## config.mk

```make
export PLATFORM = sky130hd
export DESIGN_NAME = pc_unit
export DESIGN_NICKNAME = d
export VERILOG_FILES = /design/src/rtl/pc_unit_pkg.sv /design/src/rtl/pc_unit.sv
export SDC_FILE = /design/constraint.sdc
export NUM_CORES = 1
export LEC_CHECK = 0
export ABC_AREA = 1
export ABC_CLOCK_PERIOD_IN_PS = 1650
export BUFFER_PORTS_ARGS = -buffer_cell sky130_fd_sc_hd__buf_4
export CAP_MARGIN = 20
export CORE_MARGIN = 2
export CORE_UTILIZATION = 24
export CTS_CLUSTER_DIAMETER = 120
export DETAILED_ROUTE_END_ITERATION = 8
export MAX_ROUTING_LAYER = met4
export PLACE_DENSITY_LB_ADDON = 0.2
export SLEW_MARGIN = 20
export SYNTH_ARGS = -nofsm -noshare
export SYNTH_HDL_FRONTEND = slang
export SYNTH_SLANG_ARGS = --single-unit
```

## constraint.sdc

```tcl
create_clock -name clk -period 1.65 [get_ports clk]
set_input_delay 0.165 -clock clk [delete_from_list [all_inputs] [get_ports clk]]
set_output_delay 0.165 -clock clk [all_outputs]
set_load 0.01 [all_outputs]
```

## src/rtl/pc_unit_pkg.sv

```systemverilog
// pc_unit_pkg: next-PC select encodings and fetch FSM states shared with the branch unit
package pc_unit_pkg;
  typedef enum logic [1:0] {
    SRC_NORM  = 2'b00,
    SRC_FW    = 2'b01,
    SRC_DATAB = 2'b10,
    SRC_RSVD  = 2'b11
  } pc_src_e;
  typedef enum logic {
    ST_BOOT = 1'b0,
    ST_RUN  = 1'b1
  } state_e;
endpackage

```

## src/rtl/pc_unit.sv

```systemverilog
// pc_unit: program counter with boot-vector fetch, branch/return redirect, stall hold and redirect statistics
module pc_unit
  import pc_unit_pkg::*;
#(
  parameter int              PC_W      = 8,
  parameter logic [PC_W-1:0] BOOT_ADDR = '0
) (
  input  logic            clk,
  input  logic            rst_n,
  input  logic [1:0]      pc_src,
  input  logic            b_take,
  input  logic [PC_W-1:0] target_fw,
  input  logic [PC_W-1:0] target_mem,
  input  logic            stall,
  input  logic [PC_W-1:0] imem_rdata,
  output logic [PC_W-1:0] pc,
  output logic [PC_W-1:0] pc_plus1,
  output logic            flush,
  output logic            fetch_valid,
  output logic [7:0]      redirect_cnt,
  output logic            src_err
);
  state_e          state_q;
  logic [PC_W-1:0] pc_q, pc_d;
  logic [7:0]      cnt_q, cnt_d;
  logic            err_q, err_d;
  logic            run, take_fw, take_mem, redir, rsvd;
  pc_src_e         src;
  assign src = pc_src_e'(pc_src);
  // next-PC mux: boot vector, then redirects over stall, reserved select holds
  always_comb begin
    run      = state_q == ST_RUN;
    take_fw  = src == SRC_FW && b_take;
    take_mem = src == SRC_DATAB;
    redir    = run && (take_fw || take_mem);
    rsvd     = run && src == SRC_RSVD;
    pc_d     = !run ? imem_rdata :
               take_mem ? target_mem :
               take_fw ? target_fw :
               (rsvd || stall) ? pc_q : pc_q + 1'b1;
    cnt_d    = (redir && cnt_q != 8'hFF) ? cnt_q + 8'd1 : cnt_q;
    err_d    = err_q | rsvd;
  end
  // BOOT lasts one cycle, then RUN until the next reset
  always_ff @(posedge clk or negedge rst_n) begin
    if (!rst_n) begin
      state_q <= ST_BOOT;
      pc_q    <= BOOT_ADDR;
      cnt_q   <= '0;
      err_q   <= 1'b0;
    end else begin
      state_q <= ST_RUN;
      pc_q    <= pc_d;
      cnt_q   <= cnt_d;
      err_q   <= err_d;
    end
  end
  assign pc           = pc_q;
  assign pc_plus1     = pc_q + 1'b1;
  assign flush        = redir;
  assign fetch_valid  = state_q == ST_RUN;
  assign redirect_cnt = cnt_q;
  assign src_err      = err_q;
endmodule

```

==> impl_metrics.py, run 1 <==
metrics = {
    "status": {
        "outcome": "finished clean",
    },
    "global_routing": {
        "grt.total_usage": 0.132,
        "first_global_vias": 1441,
        "antenna_found_initial": 0,
        "grt_max_degree": 19,
        "grt_overflow": 0,
        "grt_pass1_wl_um": 6420,
    },
    "route": {
        "initialDrtViolationCount": 54,
        "wirelength_um": 3740,
        "avgViaCountPerCell": 4.18,
        "drc": 0,
        "vias": 1422,
        "wl_per_cell_um": 11.0,
        "ant_nets": 0,
        "dr.pass1.iters": 4,
    },
    "finish": {
        "drive_above_1_share": 0.302,
        "layout_common_cells": "nand2_1, buf_4, nor2_1",
        "area_delta_synth_final_pct": 44.8,
        "final_common_cell": "nand2_1",
        "fin_nets": 301,
        "final_core_util": 0.355,
        "n_antenna_cell": 0,
    },
    "pwr": {
        "cellPowerDensity_nw_per_um2": 949,
        "ir_drop_mv": 0.737,
        "power_leakage_nw": 1.03,
    },
    "synth": {
        "ys_warn_count": 0,
        "syn_area_per_cell_sq_um": 6.41,
        "syn_area_sq_um": 1330,
        "netlist_instances": 207,
        "syn-num-nets": 239,
        "ys_seq_area_frac": 0.340,
        "yosysUniqueCellTypes": 27,
        "synth-seq-cells": 18,
    },
    "sta": {
        "layout_setup_ws_ns": 0.125,
        "drv_slew": 0,
        "post-route-min-period_ns": 1.53,
        "layout_worst_path_cycle_share": 0.924,
        "finalHoldViolations": 0,
        "setup_viol": 0,
        "fin_skew_ns": 0.00233,
        "tns_ns": 0,
        "rsz0062_at_grt": "false",
        "fmax_ghz": 0.656,
    },
    "clocking": {
        "h-tree-depth": 1,
        "cts_root_buf": "clkbuf_8",
        "clk_latency_ns": 0.26,
        "clk_pin_slew_worst_paths_ns": 0.07,
        "cts_buffer_depth": 2,
        "cts_sinks": 18,
        "cts_buffers": 3,
        "cts_tree": "done",
    },
    "worst_setup_path": {
        "crit_path_max_fanout": 4,
        "cp.arrival_ns": 1.36,
        "crit_path_top_delay_cell": "dfrtp_1",
        "worst_path_largest_cell_delay_ns": 0.40,
        "path_class": "register to output pin",
        "end_kind": "output pin",
        "crit_chain": "ha_1 -> nand3_2 -> o21ai_1 -> nand2_1 -> buf_4",
        "crit_required_ns": 1.48,
        "cp-start-kind": "register",
    },
    "place": {
        "gp_congestion": 0.834,
        "port_buffers": 56,
        "place_ws_ns": 0.232,
        "dp_hpwl_um": 2890,
    },
    "job": {
        "drv_cap": 0,
    },
    "die": {
        "core_area_sq_um": 5410,
        "dieArea_sq_um": 6140,
        "initial_core_util": 0.245,
        "die_h_um": 78.3,
        "die_w_um": 78.3,
        "rows": 27,
        "ioPinCount": 57,
    },
    "worst_hold_path": {
        "hold_class": "input port to register",
    },
}
-- critical path, delay by kind of cell (launching register included) --
family | cells | cell delay, ns
buf+inv | 1 | 0.14
compound gates | 1 | 0.17
flops | 1 | 0.40
simple gates | 2 | 0.18
fa+ha+maj | 1 | 0.22
-- where the power goes --
group          switching, W  internal (W)  total, W
Combinational      0.000398      0.000387  0.000785
Clock              0.000159      0.000212  0.000372
Sequential         0.000123      0.000543  0.000666
-- cell families (layout without fill, tap and decap cells) --
family | count (synthesis) | in the layout | share of synthesized area
xor+xnor | 6 | 6 | 0.0396
simple gates | 136 | 136 | 0.436
other cells | 1 | 1 | 0.00283
buf+inv | 28 | 89 | 0.0915
fa+ha+maj | 2 | 2 | 0.0189
compound gates | 16 | 16 | 0.0717
flops | 18 | 18 | 0.340
-- Yosys cell counts --
cell type	number	area share
inv_1	20	0.057
clkbuf_1	1	0.0028
nor3_1	2	0.0075
inv_2	1	0.0028
dfrtp_1	18	0.34
or2_2	1	0.0047
nand3_4	1	0.013
conb_1	1	0.0028
nand3_1	11	0.042
nand2_4	1	0.0085
nor2_1	29	0.082
nor2_4	2	0.017
o22ai_1	1	0.0047
a21oi_4	1	0.012
xor2_1	4	0.026
a21oi_1	3	0.011
nand2_2	2	0.0094
ha_1	2	0.019
xnor2_1	2	0.013
nand3b_1	2	0.011
inv_4	2	0.0094
o21ai_1	7	0.026
o21ai_0	3	0.011
buf_2	3	0.011
o21bai_1	1	0.0057
buf_6	1	0.0085
nand2_1	85	0.24
-- metrics by stage --
stage	std cells	hold WS, ns	power, W	area, sq um
after floorplan	207	-0.131	0.00107	1330
after global placement	333	0.0567	0.00144	1830
after detailed placement	333	0.0584	0.00144	1830
after CTS	338	0.186	0.00183	1890
after global routing	340	0.207	0.00197	1920
final	340	0.182	0.00182	1920
-- final timing paths --
path                       slack (ns)  cells after the start                          end                        start
hold / removal                   0.18                      3            src_err$_DFF_PN0_                    pc_src[1]
setup reg to reg                 0.23                      8  redirect_cnt[3]$_DFFE_PN0P_  redirect_cnt[1]$_DFFE_PN0P_
setup / recovery                 0.12                      5                  pc_plus1[6]            pc[1]$_DFFE_PN0P_
max in group asynchronous        1.11                      2            pc[2]$_DFFE_PN0P_                        rst_n
hold reg to reg                  0.48                      2            src_err$_DFF_PN0_            src_err$_DFF_PN0_
min in group asynchronous        0.32                      2  redirect_cnt[6]$_DFFE_PN0P_                        rst_n
-- layout make-up --
cell class              instances  area (sq um)
flip-flops and latches         18           454
inverters                      23          91.3
fillers                       613          3480
well taps                      72          90.1
repair buffers                 62           468
clock buffers                   4          55.1
multi-input cells             161           762
-- routing by layer --
layer / up-vias / routed length (um) / global-route usage
met1: 624 / 1720 / 0.165
li1: 755 / - / -
met4: 0 / 13 / 0.0158
met3: 2 / 272 / 0.0379
met2: 41 / 1730 / 0.222
met5: - / 0 / -
-- registers in the layout, indices dropped and copies added, names as in the netlist --
| register | flops |
|---|---|
| pc | 8 |
| fetch_valid | 1 |
| redirect_cnt | 8 |
| src_err | 1 |
-- timing repair --
action | CTS | global route
gates resized for setup | 0 | 7
endpoints found under the setup margin | 0 | 4
buffers inserted | 0 | 2
hold buffers | 1 | 0
hold endpoints to repair | 18 | 0
No activity file was read; power rests on OpenSTA's default activity.
==> run 2, diff against run 1 <==
--- a/config.mk
+++ b/config.mk
@@ -6,11 +6,13 @@
 export NUM_CORES = 1
 export LEC_CHECK = 0
 export ABC_AREA = 1
-export ABC_CLOCK_PERIOD_IN_PS = 1650
+export ABC_CLOCK_PERIOD_IN_PS = 1700
 export BUFFER_PORTS_ARGS = -buffer_cell sky130_fd_sc_hd__buf_4
 export CAP_MARGIN = 20
+export CELL_PAD_IN_SITES_DETAIL_PLACEMENT = 1
+export CELL_PAD_IN_SITES_GLOBAL_PLACEMENT = 2
 export CORE_MARGIN = 2
-export CORE_UTILIZATION = 24
+export CORE_UTILIZATION = 23
 export CTS_CLUSTER_DIAMETER = 120
 export DETAILED_ROUTE_END_ITERATION = 8
 export MAX_ROUTING_LAYER = met4
==> constraint.sdc (replaced) <==
create_clock -name clk -period 1.7 [get_ports clk]
set_input_delay 0.17 -clock clk [delete_from_list [all_inputs] [get_ports clk]]
set_output_delay 0.17 -clock clk [all_outputs]
set_load 0.01 [all_outputs]
==> run 2 against run 1 <==
Net effect:
- non-clock buffer count decreased by 1
- first-iteration DRC count down 19%
- global-route usage is 0.49 points higher
- wire length rose by 8.4%
- sequential power decreased by 3%
- cell count fell by 0.59%
- sequential share of layout area increased by 0.15 points
- die area is 4.1% higher
- register-to-register slack improved by 0.02 ns
- flip-flop and latch count unchanged
- via count grew 0.70%
- critical endpoint is now pc_plus1[4]
- largest power group unchanged
==> impl_metrics.py, run 2 (same netlist as run 1, synthesis figures left out) <==
metrics = {
    "status": {
        "outcome": "finished clean",
    },
    "finish": {
        "drive_above_1_share": 0.289,
        "fin_nets": 300,
        "area_delta_synth_final_pct": 43.1,
        "n_antenna_cell": 0,
        "final_common_cell": "nand2_1",
        "final_core_util": 0.343,
        "layout_common_cells": "nand2_1, buf_4, nor2_1",
    },
    "sta": {
        "whs_ns": 0.188,
        "drv_slew": 0,
        "layout_setup_ws_ns": 0.135,
        "layout_worst_path_cycle_share": 0.921,
        "finalHoldViolations": 0,
        "fmax_ghz": 0.639,
        "post-route-min-period_ns": 1.57,
        "fin_skew_ns": 0.00673,
        "tns_ns": 0,
        "setup_viol": 0,
    },
    "worst_setup_path": {
        "crit_required_ns": 1.53,
        "end_kind": "output pin",
        "path_class": "register to output pin",
        "cp.arrival_ns": 1.40,
        "reg2reg_slack_ns": 0.25,
        "cp-start-kind": "register",
        "r2r_start": "redirect_cnt[1]$_DFFE_PN0P_",
        "reg2regPathDepth": 8,
        "critPathLaunch": "pc[1]$_DFFE_PN0P_",
        "rr_endpoint": "redirect_cnt[3]$_DFFE_PN0P_",
        "crit_path_max_fanout": 5,
    },
    "route": {
        "wl_per_cell_um": 12.0,
        "initialDrtViolationCount": 44,
        "avgViaCountPerCell": 4.24,
        "vias": 1432,
        "drc": 0,
        "wirelength_um": 4060,
        "ant_nets": 0,
        "dr.pass1.iters": 4,
    },
    "pwr": {
        "power_w": 0.00173,
        "ir_drop_mv": 0.494,
        "cellPowerDensity_nw_per_um2": 911,
        "power_leakage_nw": 1.02,
    },
    "global_routing": {
        "grt.total_usage": 0.137,
        "grt_pass1_wl_um": 6810,
        "grt_max_degree": 19,
        "antenna_found_initial": 0,
        "first_global_vias": 1446,
        "grt_overflow": 0,
    },
    "clocking": {
        "clk_latency_ns": 0.26,
        "clk_pin_slew_worst_paths_ns": 0.08,
        "cts_root_buf": "clkbuf_8",
        "cts_buffer_depth": 2,
        "h-tree-depth": 1,
        "cts_sinks": 18,
        "cts_tree": "done",
        "cts_buffers": 3,
    },
    "die": {
        "die_h_um": 79.9,
        "die_w_um": 79.9,
        "dieArea_sq_um": 6390,
        "initial_core_util": 0.239,
        "core_area_sq_um": 5540,
        "rows": 27,
        "ioPinCount": 57,
    },
    "worst_hold_path": {
        "min_from": "pc_src[1]",
        "holdPathEnd": "src_err$_DFF_PN0_",
        "hold_class": "input port to register",
        "min_path_cells": 3,
    },
    "job": {
        "drv_cap": 0,
    },
    "place": {
        "port_buffers": 56,
        "dp_hpwl_um": 3230,
        "gp_congestion": 0.748,
        "place_ws_ns": 0.236,
    },
}
run 2: worst max path at each step:
| stage | to | slack [ns] | depth (start not counted) |
|---|---|---|---|
| after floorplan | redirect_cnt[3]$_DFFE_PN0P_ | 0.33 | 8 |
| after global placement | redirect_cnt[3]$_DFFE_PN0P_ | 0.24 | 8 |
| after detailed placement | redirect_cnt[3]$_DFFE_PN0P_ | 0.24 | 8 |
| after CTS | pc_plus1[6] | 0.05 | 5 |
| after global routing | pc_plus1[6] | -0.004 | 6 |
| final | pc_plus1[4] | 0.13 | 6 |
run 2: critical path, stage by stage (launching register included):
cell and delay (ns):
dfrtp_1 0.44, ha_1 0.24, nand3_2 0.11, nand2_1 0.05, o21ai_1 0.11, inv_1 0.06
buf_4 0.14
run 2: layout make-up:
| type | count | area [sq um] |
|---|---|---|
| Timing Repair Buffer | 61 | 460 |
| Fill cell | 730 | 3640 |
| Sequential cell | 18 | 452 |
| Inverter | 23 | 91.3 |
| Tap cell | 72 | 90.1 |
| Multi-Input combinational cell | 161 | 763 |
| Clock buffer | 3 | 41.3 |
run 2: through the flow:
| step | instance area (sq um) | std cells |
|---|---|---|
| final | 1900 | 338 |
| after global routing | 1900 | 338 |
| after CTS | 1870 | 336 |
| after detailed placement | 1820 | 332 |
| after global placement | 1820 | 332 |
| after floorplan | 1330 | 207 |
run 2: power breakdown:
part	internal [W]	leakage, nW	total [W]	switching, W
logic	0.000375	0.786	0.000768	0.000393
clock network	0.000158	0.0216	0.000312	0.000154
registers	0.000526	0.216	0.000649	0.000123
run 2: timing repair:
action,in CTS,in global routing
buffers inserted,0,2
hold buffers,1,0
hold endpoints to repair,18,0
gates cloned,0,0
gates resized for setup,1,4
setup endpoints to repair,1,2
run 2: per-layer routing:
layer | track usage | vias to the layer above | part of all wire
li1 | - | 749 | -
met1 | 0.178 | 652 | 0.48
met2 | 0.220 | 27 | 0.47
met3 | 0.0260 | 4 | 0.045
met4 | 0.0356 | 0 | 0.0091
met5 | - | - | 0
==> run 3, diff against run 2 <==
--- a/config.mk
+++ b/config.mk
@@ -12,7 +12,8 @@
 export CELL_PAD_IN_SITES_DETAIL_PLACEMENT = 1
 export CELL_PAD_IN_SITES_GLOBAL_PLACEMENT = 2
 export CORE_MARGIN = 2
-export CORE_UTILIZATION = 23
+export CORE_UTILIZATION = 24
+export CTS_BUF_LIST = sky130_fd_sc_hd__clkbuf_2
 export CTS_CLUSTER_DIAMETER = 120
 export DETAILED_ROUTE_END_ITERATION = 8
 export MAX_ROUTING_LAYER = met4
==> run 3 against run 2 <==
Net effect:
- first-iteration DRC count increased by 2.3%
- sequential share of layout area increased by 0.35 points
- maximum frequency decreased by 0.90%
- critical endpoint unchanged
==> impl_metrics.py, run 3 (same netlist as run 1, synthesis figures left out) <==
metrics = {
    "global_routing": {
        "antenna_found_initial": 0,
        "grt_overflow": 0,
        "grt.total_usage": 0.140,
        "first_global_vias": 1442,
        "grt_max_degree": 19,
        "grt_pass1_wl_um": 6730,
    },
    "pwr": {
        "switching_share": 0.408,
        "power_leakage_nw": 1.01,
        "cellPowerDensity_nw_per_um2": 852,
        "p_seq_frac": 0.401,
        "ir_drop_mv": 0.404,
        "combPwrFrac": 0.484,
        "internal-power_w": 0.000949,
        "net-switching-power_w": 0.000654,
        "clock_power_share": 0.115,
        "power_w": 0.00160,
    },
    "place": {
        "place_ws_ns": 0.158,
        "port_buffers": 56,
        "dp_hpwl_um": 3210,
        "gp_congestion": 0.756,
    },
    "worst_setup_path": {
        "end_kind": "output pin",
        "reg2regPathDepth": 8,
        "cp-start-kind": "register",
        "crit_path_max_fanout": 3,
        "crit_buf_inv": 2,
        "crit_chain": "ha_1 -> nand3_2 -> nand2_1 -> o21ai_0 -> inv_1 -> buf_4",
        "crit_path_top_delay_cell": "dfrtp_1",
        "rr_endpoint": "redirect_cnt[6]$_DFFE_PN0P_",
        "r2r_start": "redirect_cnt[1]$_DFFE_PN0P_",
        "critPathLaunch": "pc[0]$_DFFE_PN0P_",
        "cp.arrival_ns": 1.41,
        "reg2reg_slack_ns": 0.17,
        "cp-endpoint": "pc_plus1[4]",
        "crit_required_ns": 1.53,
        "path_class": "register to output pin",
        "worst_path_largest_cell_delay_ns": 0.42,
        "crit_family": "flip-flops",
        "path_depth": 6,
    },
    "route": {
        "initialDrtViolationCount": 45,
        "wl_per_cell_um": 11.9,
        "ant_nets": 0,
        "dr.pass1.iters": 3,
        "drc": 0,
        "wirelength_um": 4020,
        "avgViaCountPerCell": 4.14,
        "vias": 1400,
    },
    "job": {
        "drv_cap": 0,
    },
    "clocking": {
        "h-tree-depth": 1,
        "cts_buffers": 3,
        "cts_sinks": 18,
        "cts_root_buf": "clkbuf_2",
        "cts_buffer_depth": 2,
        "clk_latency_ns": 0.30,
        "cts_tree": "done",
        "clk_pin_slew_worst_paths_ns": 0.17,
    },
    "finish": {
        "n_antenna_cell": 0,
        "area_delta_synth_final_pct": 41.8,
        "final_common_cell": "nand2_1",
        "fin_nets": 300,
        "layout_common_cells": "nand2_1, buf_4, nor2_1",
        "final_core_util": 0.348,
        "drive_above_1_share": 0.301,
    },
    "sta": {
        "post-route-min-period_ns": 1.58,
        "drv_slew": 0,
        "tns_ns": 0,
        "whs_ns": 0.134,
        "layout_setup_ws_ns": 0.121,
        "fin_skew_ns": 0.00434,
        "layout_worst_path_cycle_share": 0.929,
        "rsz0062_at_grt": "false",
        "fmax_ghz": 0.633,
        "setup_viol": 0,
        "finalHoldViolations": 0,
    },
    "status": {
        "outcome": "finished clean",
    },
    "worst_hold_path": {
        "hold_class": "input port to register",
    },
    "die": {
        "ioPinCount": 57,
        "dieArea_sq_um": 6140,
        "initial_core_util": 0.245,
        "die_h_um": 78.3,
        "die_w_um": 78.3,
        "rows": 27,
        "core_area_sq_um": 5410,
    },
}
## run 3: cell counts in the layout (fill, tap and decap cells not counted)
Identical to the previous run, type by type.
## run 3: cell type report
| class | count | area, sq um |
|---|---|---|
| tap | 72 | 90.1 |
| timing repair buffer | 61 | 460 |
| sequential | 18 | 454 |
| multi-input combinational | 161 | 769 |
| inverter | 23 | 91.3 |
| fill | 710 | 3520 |
| clock buffer | 3 | 15.0 |
## run 3: power by group through the flow
stage	clock network (W)	registers [W]	logic (W)
global placement	0	0.000656	0.000760
detailed placement	0	0.000662	0.000755
global route	0.000214	0.000666	0.000865
finish	0.000185	0.000643	0.000775
CTS	0.000203	0.000646	0.000779
floorplan	0	0.000673	0.000363
## run 3: worst min-delay path, cell delays in order
cell	delay [ns]
buf_4	0.09
nand3_1	0.08
nand2_1	0.07
## run 3: per-layer routing
layer / vias up / share of wire / track usage
met5: - / 0 / -
met4: 0 / 0.0052 / 0.0368
met3: 2 / 0.045 / 0.0276
met2: 26 / 0.48 / 0.240
met1: 624 / 0.47 / 0.170
li1: 748 / - / -
## run 3: through the flow
stage / cells / instance area [sq um]
after global routing: 338 / 1880
final: 338 / 1880
after floorplan: 207 / 1330
after global placement: 332 / 1820
after CTS: 338 / 1860
after detailed placement: 332 / 1820
## run 3: how the worst min path moves through the flow
| stage | start | end | slack [ns] | depth (start not counted) |
|---|---|---|---|---|
| final | pc_src[1] | src_err$_DFF_PN0_ | 0.13 | 3 |
| after global routing | imem_rdata[1] | pc[1]$_DFFE_PN0P_ | 0.14 | 3 |
| after CTS | pc_src[1] | src_err$_DFF_PN0_ | 0.12 | 3 |
| after detailed placement | rst_n | src_err$_DFF_PN0_ | 0.06 | 1 |
| after global placement | rst_n | src_err$_DFF_PN0_ | 0.06 | 1 |
| after floorplan | rst_n | fetch_valid$_DFF_PN0_ | -0.13 | 0 |
## run 3: timing repair
action                                  in CTS  in global routing
endpoints found under the setup margin       2                  5
endpoints found under the hold margin       18                  0
gates resized for setup                      0                  9
setup buffers                                2                  0
gates cloned                                 0                  0
hold buffers                                 1                  0
